`src/rtl/ex_bacdctx.sv`:
```
`default_nettype none
// +----------------------------------------------------------------------------+
// | Module      : ex_bacdctx                                                   |
// | Description : slink transmit byte-width converter. Pulls 18-bit framed     |
// |               words from the transmit PFIFO (rdreq/empty, 1-cycle read     |
// |               latency) and serializes them high byte first onto the 8-bit  |
// |               MAC transmit stream with sop/eop and valid/ready.            |
// | Options     : EX_BACDCTX_IPG_EN - when defined, IPG_CYCLES idle cycles are |
// |               inserted after every accepted eop byte.                      |
// | Revision    : 1.0 - initial release                                        |
// +----------------------------------------------------------------------------+
module ex_bacdctx #(
  parameter int IPG_CYCLES = 12
) (
  input  logic        clk_125m,
  input  logic        rst_125m,
  input  logic        mm_slink_empty,
  output logic        slink_mm_rdreq,
  input  logic        mm_slink_dval,
  input  logic [17:0] mm_slink_data,
  input  logic        mactx_txfifo_rdy,
  output logic        mactx_txfifo_dval,
  output logic        mactx_txfifo_sop,
  output logic        mactx_txfifo_eop,
  output logic [7:0]  mactx_txfifo_data,
  output logic        slink_tx_err
);

  localparam logic [1:0] TAG_SOP  = 2'b10;
  localparam logic [1:0] TAG_EOP2 = 2'b01;
  localparam logic [1:0] TAG_EOP1 = 2'b11;

  // IDLE also acts as the high-byte phase, so the first byte of a word is
  // loaded into the output stage in the same cycle the word becomes visible.
  typedef enum logic [1:0] {
    ST_IDLE = 2'd0,
    ST_LO   = 2'd1,
    ST_GAP  = 2'd2
  } state_t;

`ifdef EX_BACDCTX_IPG_EN
  localparam state_t     ST_AFTER_EOP = ST_GAP;
  localparam logic [7:0] GAP_LAST     = 8'(IPG_CYCLES - 1);
`else
  localparam state_t     ST_AFTER_EOP = ST_IDLE;
`endif

  if (IPG_CYCLES < 1 || IPG_CYCLES > 255) begin : g_ipg_range_chk
    $error("ex_bacdctx: IPG_CYCLES must be in 1..255");
  end

  // Word buffer (2 entries)
  logic [1:0][17:0] buf_q, buf_d;
  logic             wr_ptr_q, wr_ptr_d;
  logic             rd_ptr_q, rd_ptr_d;
  logic [1:0]       count_q, count_d;
  logic             outstanding_q, outstanding_d;

  // Serializer / packet tracking
  state_t           state_q, state_d;
  logic             in_pkt_q, in_pkt_d;
`ifdef EX_BACDCTX_IPG_EN
  logic [7:0]       gap_cnt_q, gap_cnt_d;
`endif

  // Registered output stage
  logic             dval_q, dval_d;
  logic             sop_q, sop_d;
  logic             eop_q, eop_d;
  logic [7:0]       data_q, data_d;
  logic             err_q, err_d;

  logic             rdreq;
  logic             wr_en;
  logic             pop;
  logic             load_en;
  logic             hi_phase;
  logic             head_vld;
  logic [17:0]      head;
  logic [1:0]       head_tag;

  assign head     = buf_q[rd_ptr_q];
  assign head_tag = head[17:16];
  assign head_vld = (count_q != 2'd0);
  assign load_en  = !dval_q || mactx_txfifo_rdy;
  assign wr_en    = mm_slink_dval && (count_q != 2'd2);

  // Read request: room for the word plus any read already in flight; held low in reset
  assign rdreq = rst_125m && !mm_slink_empty &&
                 (({1'b0, count_q} + {2'b00, outstanding_q}) < 3'd2);

  // Word buffer pointer/occupancy update; a simultaneous push and pop keeps occupancy
  always_comb begin
    buf_d         = buf_q;
    wr_ptr_d      = wr_ptr_q;
    rd_ptr_d      = rd_ptr_q;
    count_d       = count_q;
    outstanding_d = rdreq;
    if (wr_en) begin
      buf_d[wr_ptr_q] = mm_slink_data;
      wr_ptr_d        = ~wr_ptr_q;
    end
    if (pop) begin
      rd_ptr_d = ~rd_ptr_q;
    end
    case ({wr_en, pop})
      2'b10:   count_d = count_q + 2'd1;
      2'b01:   count_d = count_q - 2'd1;
      default: count_d = count_q;
    endcase
  end

  // Serializer next state, packet tracking, framing errors and output-stage load
  always_comb begin
    state_d  = state_q;
    in_pkt_d = in_pkt_q;
    pop      = 1'b0;
    err_d    = 1'b0;
    dval_d   = dval_q;
    sop_d    = sop_q;
    eop_d    = eop_q;
    data_d   = data_q;
    hi_phase = (state_q == ST_IDLE);
`ifdef EX_BACDCTX_IPG_EN
    gap_cnt_d = gap_cnt_q;
    // Gap cycles are only those with nothing on the output; the last one
    // also serves as the high-byte phase so the gap is exactly IPG_CYCLES.
    if (state_q == ST_GAP && !dval_q) begin
      if (gap_cnt_q == GAP_LAST) begin
        gap_cnt_d = 8'd0;
        state_d   = ST_IDLE;
        hi_phase  = 1'b1;
      end else begin
        gap_cnt_d = gap_cnt_q + 8'd1;
      end
    end
`endif

    if (load_en) begin
      dval_d = 1'b0;
      sop_d  = 1'b0;
      eop_d  = 1'b0;
    end

    if (hi_phase && head_vld) begin
      if (head_tag != TAG_SOP && !in_pkt_q) begin
        // Orphan word outside a packet: discard it and flag
        pop   = 1'b1;
        err_d = 1'b1;
      end else if (load_en) begin
        dval_d = 1'b1;
        data_d = head[15:8];
        sop_d  = (head_tag == TAG_SOP);
        eop_d  = (head_tag == TAG_EOP1);
        if (head_tag == TAG_SOP) begin
          in_pkt_d = 1'b1;
          err_d    = in_pkt_q;
        end
        if (head_tag == TAG_EOP1) begin
          pop      = 1'b1;
          in_pkt_d = 1'b0;
          state_d  = ST_AFTER_EOP;
        end else begin
          state_d  = ST_LO;
        end
      end
    end else if (state_q == ST_LO && load_en) begin
      dval_d = 1'b1;
      data_d = head[7:0];
      eop_d  = (head_tag == TAG_EOP2);
      pop    = 1'b1;
      if (head_tag == TAG_EOP2) begin
        in_pkt_d = 1'b0;
        state_d  = ST_AFTER_EOP;
      end else begin
        state_d  = ST_IDLE;
      end
    end
  end

  // State registers; reset discards buffered and in-flight words
  always_ff @(posedge clk_125m or negedge rst_125m) begin
    if (!rst_125m) begin
      buf_q         <= '0;
      wr_ptr_q      <= 1'b0;
      rd_ptr_q      <= 1'b0;
      count_q       <= 2'd0;
      outstanding_q <= 1'b0;
      state_q       <= ST_IDLE;
      in_pkt_q      <= 1'b0;
`ifdef EX_BACDCTX_IPG_EN
      gap_cnt_q     <= 8'd0;
`endif
      dval_q        <= 1'b0;
      sop_q         <= 1'b0;
      eop_q         <= 1'b0;
      data_q        <= 8'd0;
      err_q         <= 1'b0;
    end else begin
      buf_q         <= buf_d;
      wr_ptr_q      <= wr_ptr_d;
      rd_ptr_q      <= rd_ptr_d;
      count_q       <= count_d;
      outstanding_q <= outstanding_d;
      state_q       <= state_d;
      in_pkt_q      <= in_pkt_d;
`ifdef EX_BACDCTX_IPG_EN
      gap_cnt_q     <= gap_cnt_d;
`endif
      dval_q        <= dval_d;
      sop_q         <= sop_d;
      eop_q         <= eop_d;
      data_q        <= data_d;
      err_q         <= err_d;
    end
  end

  assign slink_mm_rdreq    = rdreq;
  assign mactx_txfifo_dval = dval_q;
  assign mactx_txfifo_sop  = sop_q;
  assign mactx_txfifo_eop  = eop_q;
  assign mactx_txfifo_data = data_q;
  assign slink_tx_err      = err_q;

endmodule
`default_nettype wire

```
`config.mk`:
```
export PLATFORM = sky130hd
export DESIGN_NAME = ex_bacdctx
export DESIGN_NICKNAME = d
export VERILOG_FILES = /design/src/rtl/ex_bacdctx.sv
export SDC_FILE = /design/constraint.sdc
export NUM_CORES = 1
export LEC_CHECK = 0
export ABC_AREA = 1
export BUFFER_PORTS_ARGS = -buffer_cell sky130_fd_sc_hd__clkbuf_2
export CAP_MARGIN = 20
export CORE_MARGIN = 2
export CORE_UTILIZATION = 30
export DETAILED_ROUTE_END_ITERATION = 10
export PLACE_DENSITY = 0.44
export SETUP_SLACK_MARGIN = 0.05
export SYNTH_ARGS = -nofsm -noshare
export SYNTH_HDL_FRONTEND = slang
export SYNTH_SLANG_ARGS = --single-unit
export TNS_END_PERCENT = 5
```
`constraint.sdc`:
```
create_clock -name clk_125m -period 2.2 [get_ports clk_125m]
set_clock_uncertainty 0.1 [all_clocks]
set_input_delay 0 -clock clk_125m [delete_from_list [all_inputs] [get_ports clk_125m]]
set_output_delay 0 -clock clk_125m [all_outputs]
set_load 0.05 [all_outputs]
```
==> insert_results.sql <==
INSERT INTO impl_metrics (metric_group, metric, value, unit) VALUES
('run_status', 'status', 'completed', ''),
('sta', 'hold_viol', '0', ''),
('setup_path', 'r2r_cells', '10', ''),
('hold_path', 'hold_depth', '6', ''),
('routing', 'met2_wirelength', '2.64', 'mm'),
('final_layout', 'final_core_util', '37.9', '%'),
('pwr', 'p_leak', '1.74', 'nW'),
('setup_path', 'worstSetupPathType', 'flop to flop', ''),
('final_layout', 'nNetsFinal', '400', ''),
('final_layout', 'multi_input_area', '0.00105', 'mm^2'),
('routing', 'wl_per_cell', '12.2', 'um'),
('setup_path', 'crit_end_element', 'flop', ''),
('place', 'port-buffer-count', '35', ''),
('routing', 'route.top_layer_used', 'met4', ''),
('die', 'die_y', '97.6', 'um'),
('clocking', 'clkTransAtPathRegs', '0.10', 'ns'),
('place', 'placed_cell_count', '453', ''),
('synth', 'synth_cell_type_count', '22', ''),
('final_layout', 'mostFrequentLayoutCells', 'nand2_1, dfrtp_1, clkbuf_2, inv_1', ''),
('sta', 'rsz_0062_raised_after_global_routing', 'false', ''),
('setup_path', 'worst-path-max-fanout', '4', ''),
('sta', 'setup-tns-final', '0', 'ns'),
('synth', 'syn_nets', '337', ''),
('die', 'std_cell_rows', '34', ''),
('sta', 'finalSetupViolations', '0', ''),
('hold_path', 'worst_hold_path_type', 'input port to flop', ''),
('clocking', 'clk_path_buf_depth', '2', ''),
('synth', 'avgSynthCellArea', '8.40', 'um^2'),
('final_layout', 'layout.cells.most_common', 'nand2_1', ''),
('pwr', 'design_power_total', '0.00485', 'W'),
('clocking', 'h-tree-depth', '2', ''),
('clocking', 'clkSinkCount', '55', ''),
('final_layout', 'number_of_inserted_diodes', '0', ''),
('final_layout', 'postLayoutCellArea', '0.00326', 'mm^2'),
('routing', 'dr.pass1.iters', '4', ''),
('place', 'detailed_place_hpwl', '4.07', 'mm'),
('sta', 'maxSlewHeadroom', '53.1', '%'),
('final_layout', 'areaGrowthSynthToFinish', '23.9', '%'),
('final_layout', 'layoutNonFillerInstCount', '483', ''),
('global_routing', 'grt.total_usage', '13.2', '%'),
('synth', 'postSynthRegisterBits', '55', ''),
('setup_path', 'cp.required', '2.30', 'ns'),
('die', 'initial_utilization', '30.6', '%'),
('sta', 'achievable-frequency', '0.517', 'GHz'),
('synth', 'mappedNetlistArea', '0.00263', 'mm^2'),
('synth', 'instance_count_of_the_mapped_netlist', '313', ''),
('routing', 'detailroute.wirelength.met3', '221', 'um'),
('place', 'placed_cell_area', '0.00294', 'mm^2'),
('pwr', 'ir_worst_vdd', '434', 'uV'),
('die', 'floorplan.io_pins', '36', ''),
('sta', 'period_utilization_post_route', '87.9', '%'),
('routing', 'drt.antenna.violating_nets', '0', ''),
('die', 'die_area', '0.00953', 'mm^2'),
('clocking', 'clock_tree_from_tritoncts', 'built', ''),
('synth', 'seq_area_frac_synth', '52.3', '%'),
('global_routing', 'grt_start_max_net_pins', '56', ''),
('clocking', 'number_of_buffers_created_by_cts', '5', ''),
('sta', 'finalCriticalPeriod', '1.93', 'ns'),
('die', 'core_region_area', '0.00859', 'mm^2'),
('place', 'final_wtd_congestion', '0.752', ''),
('pwr', 'power_per_cell_area', '1490', 'mW/mm^2'),
('final_layout', 'reg_area', '0.00138', 'mm^2'),
('global_routing', 'antenna_violations_before_repair', '0', ''),
('setup_path', 'startpoint_type', 'flop', ''),
('die', 'die-width', '97.6', 'um'),
('routing', 'route.vias.total', '2114', ''),
('global_routing', 'first_pass_grt_wire_length', '10.1', 'mm'),
('synth', 'yosysWarnings', '0', ''),
('final_layout', 'final_layout_size_suffix_gt1_share', '23.7', '%'),
('setup_path', 'crit_arrival', '2.04', 'ns'),
('routing', 'route.detailed.vias_per_inst', '4.38', ''),
('routing', 'routed_wirelength', '5.91', 'mm'),
('global_routing', 'globalRoute.totalOverflow', '0', ''),
('sta', 'timing_max_transition_violations_final', '0', ''),
('routing', 'initialDrtViolationCount', '84', ''),
('run', 'timing.max_cap.violations', '0', ''),
('sta', 'tightest_slew', '0.703', 'ns'),
('clocking', 'worstSkewPairLatency', '0.31', 'ns'),
('final_layout', 'final.fill_count', '910', ''),
('clocking', 'clk_root_buffer_cell', 'clkbuf_8', ''),
('global_routing', 'grt_pass1_vias', '2032', ''),
('routing', 'route.detailed.drc', '0', ''),
('routing', 'met1Wirelength', '2.98', 'mm');
## final cells by class
cell class	instances	share of cell area [%]
Multi-Input combinational cell	213	32.1
Timing Repair Buffer	70	15.6
Tap cell	108	4.15
Clock buffer	6	2.23
Inverter	31	3.65
Sequential cell	55	42.2
## cells in the mapped netlist, drive strengths merged
cell type | n | area (um^2)
a211oi | 1 | 7.51
a21oi | 3 | 15.0
buf | 10 | 77.6
clkbuf | 4 | 15.0
dfrtp | 55 | 1380
ha | 1 | 12.5
inv | 31 | 116
nand2 | 130 | 498
nand3 | 17 | 95.1
nand4 | 1 | 6.26
o211ai | 8 | 60.1
o21ai | 41 | 277
or2 | 9 | 56.3
xnor2 | 1 | 8.76
xor2 | 1 | 8.76
## flip-flops by register name (all words and copies together) (netlist names), named ones only
signal / count
in_pkt_q: 1
slink_tx_err: 1
state_q: 1
rd_ptr_q: 1
wr_ptr_q: 1
buf_q: 36
outstanding_q: 1
mactx_txfifo_data: 8
count_q: 2
## power breakdown
part	total, W	switching [W]	internal, W
clock	0.000536	0.000322	0.000214
sequential	0.00173	0.000247	0.00148
combinational	0.00259	0.00167	0.000919
total	0.00485	0.00224	0.00261
## cell families (layout without fill, tap and decap cells)
logic type	count (synthesis)	count (layout)	synth area share [%]
compound gates	53	53	13.7
fa+ha+maj	1	1	0.476
flops	55	55	52.3
xor+xnor	2	2	0.666
buf+inv	45	107	7.94
simple gates	157	157	24.9
## worst paths after layout
path	from	endpoint	slack (ns)
setup / recovery	state_q[0]	count_q[1]	0.27
hold / removal	mactx_txfifo_rdy	flop	0.03
setup reg to reg	state_q[0]	count_q[1]	0.27
hold reg to reg	buf_q[3]	buf_q[3]	0.38
max in group asynchronous	rst_125m	buf_q[14]	1.25
min in group asynchronous	rst_125m	outstanding_q	0.27
## layer usage
metal  track usage [%]  vias up
met1              18.9      963
met3              3.38        7
met2              20.1       28
li1                  -     1116
met5                 0        -
met4              3.21        0
## critical path: stages, from the launching register on
cell     delay [ns]
dfrtp_1        0.39
inv_1          0.14
o21ai_0        0.19
inv_1          0.11
nand3_1        0.10
nand2_1        0.09
inv_1          0.05
ha_1           0.29
a21oi_1        0.11
o21ai_0        0.10
xor2_1         0.15
## what timing repair did
action | in CTS | in global routing
setup endpoints to repair | 0 | 1
hold buffers | 22 | 0
buffers inserted | 0 | 2
hold endpoints to repair | 93 | 0
resized for setup | 0 | 4
## per-stage QoR
| stage | setup WS, ns | hold WS [ns] |
|---|---|---|
| after detailed placement | 0.168 | 0.0832 |
| after global placement | 0.240 | 0.0846 |
| after global routing | 0.0664 | 0.0545 |
| after floorplan | 0.142 | -0.396 |
| after CTS | 0.145 | 0.0122 |
| final | 0.267 | 0.0266 |
Note: power is estimated with default switching activity, not from simulation.
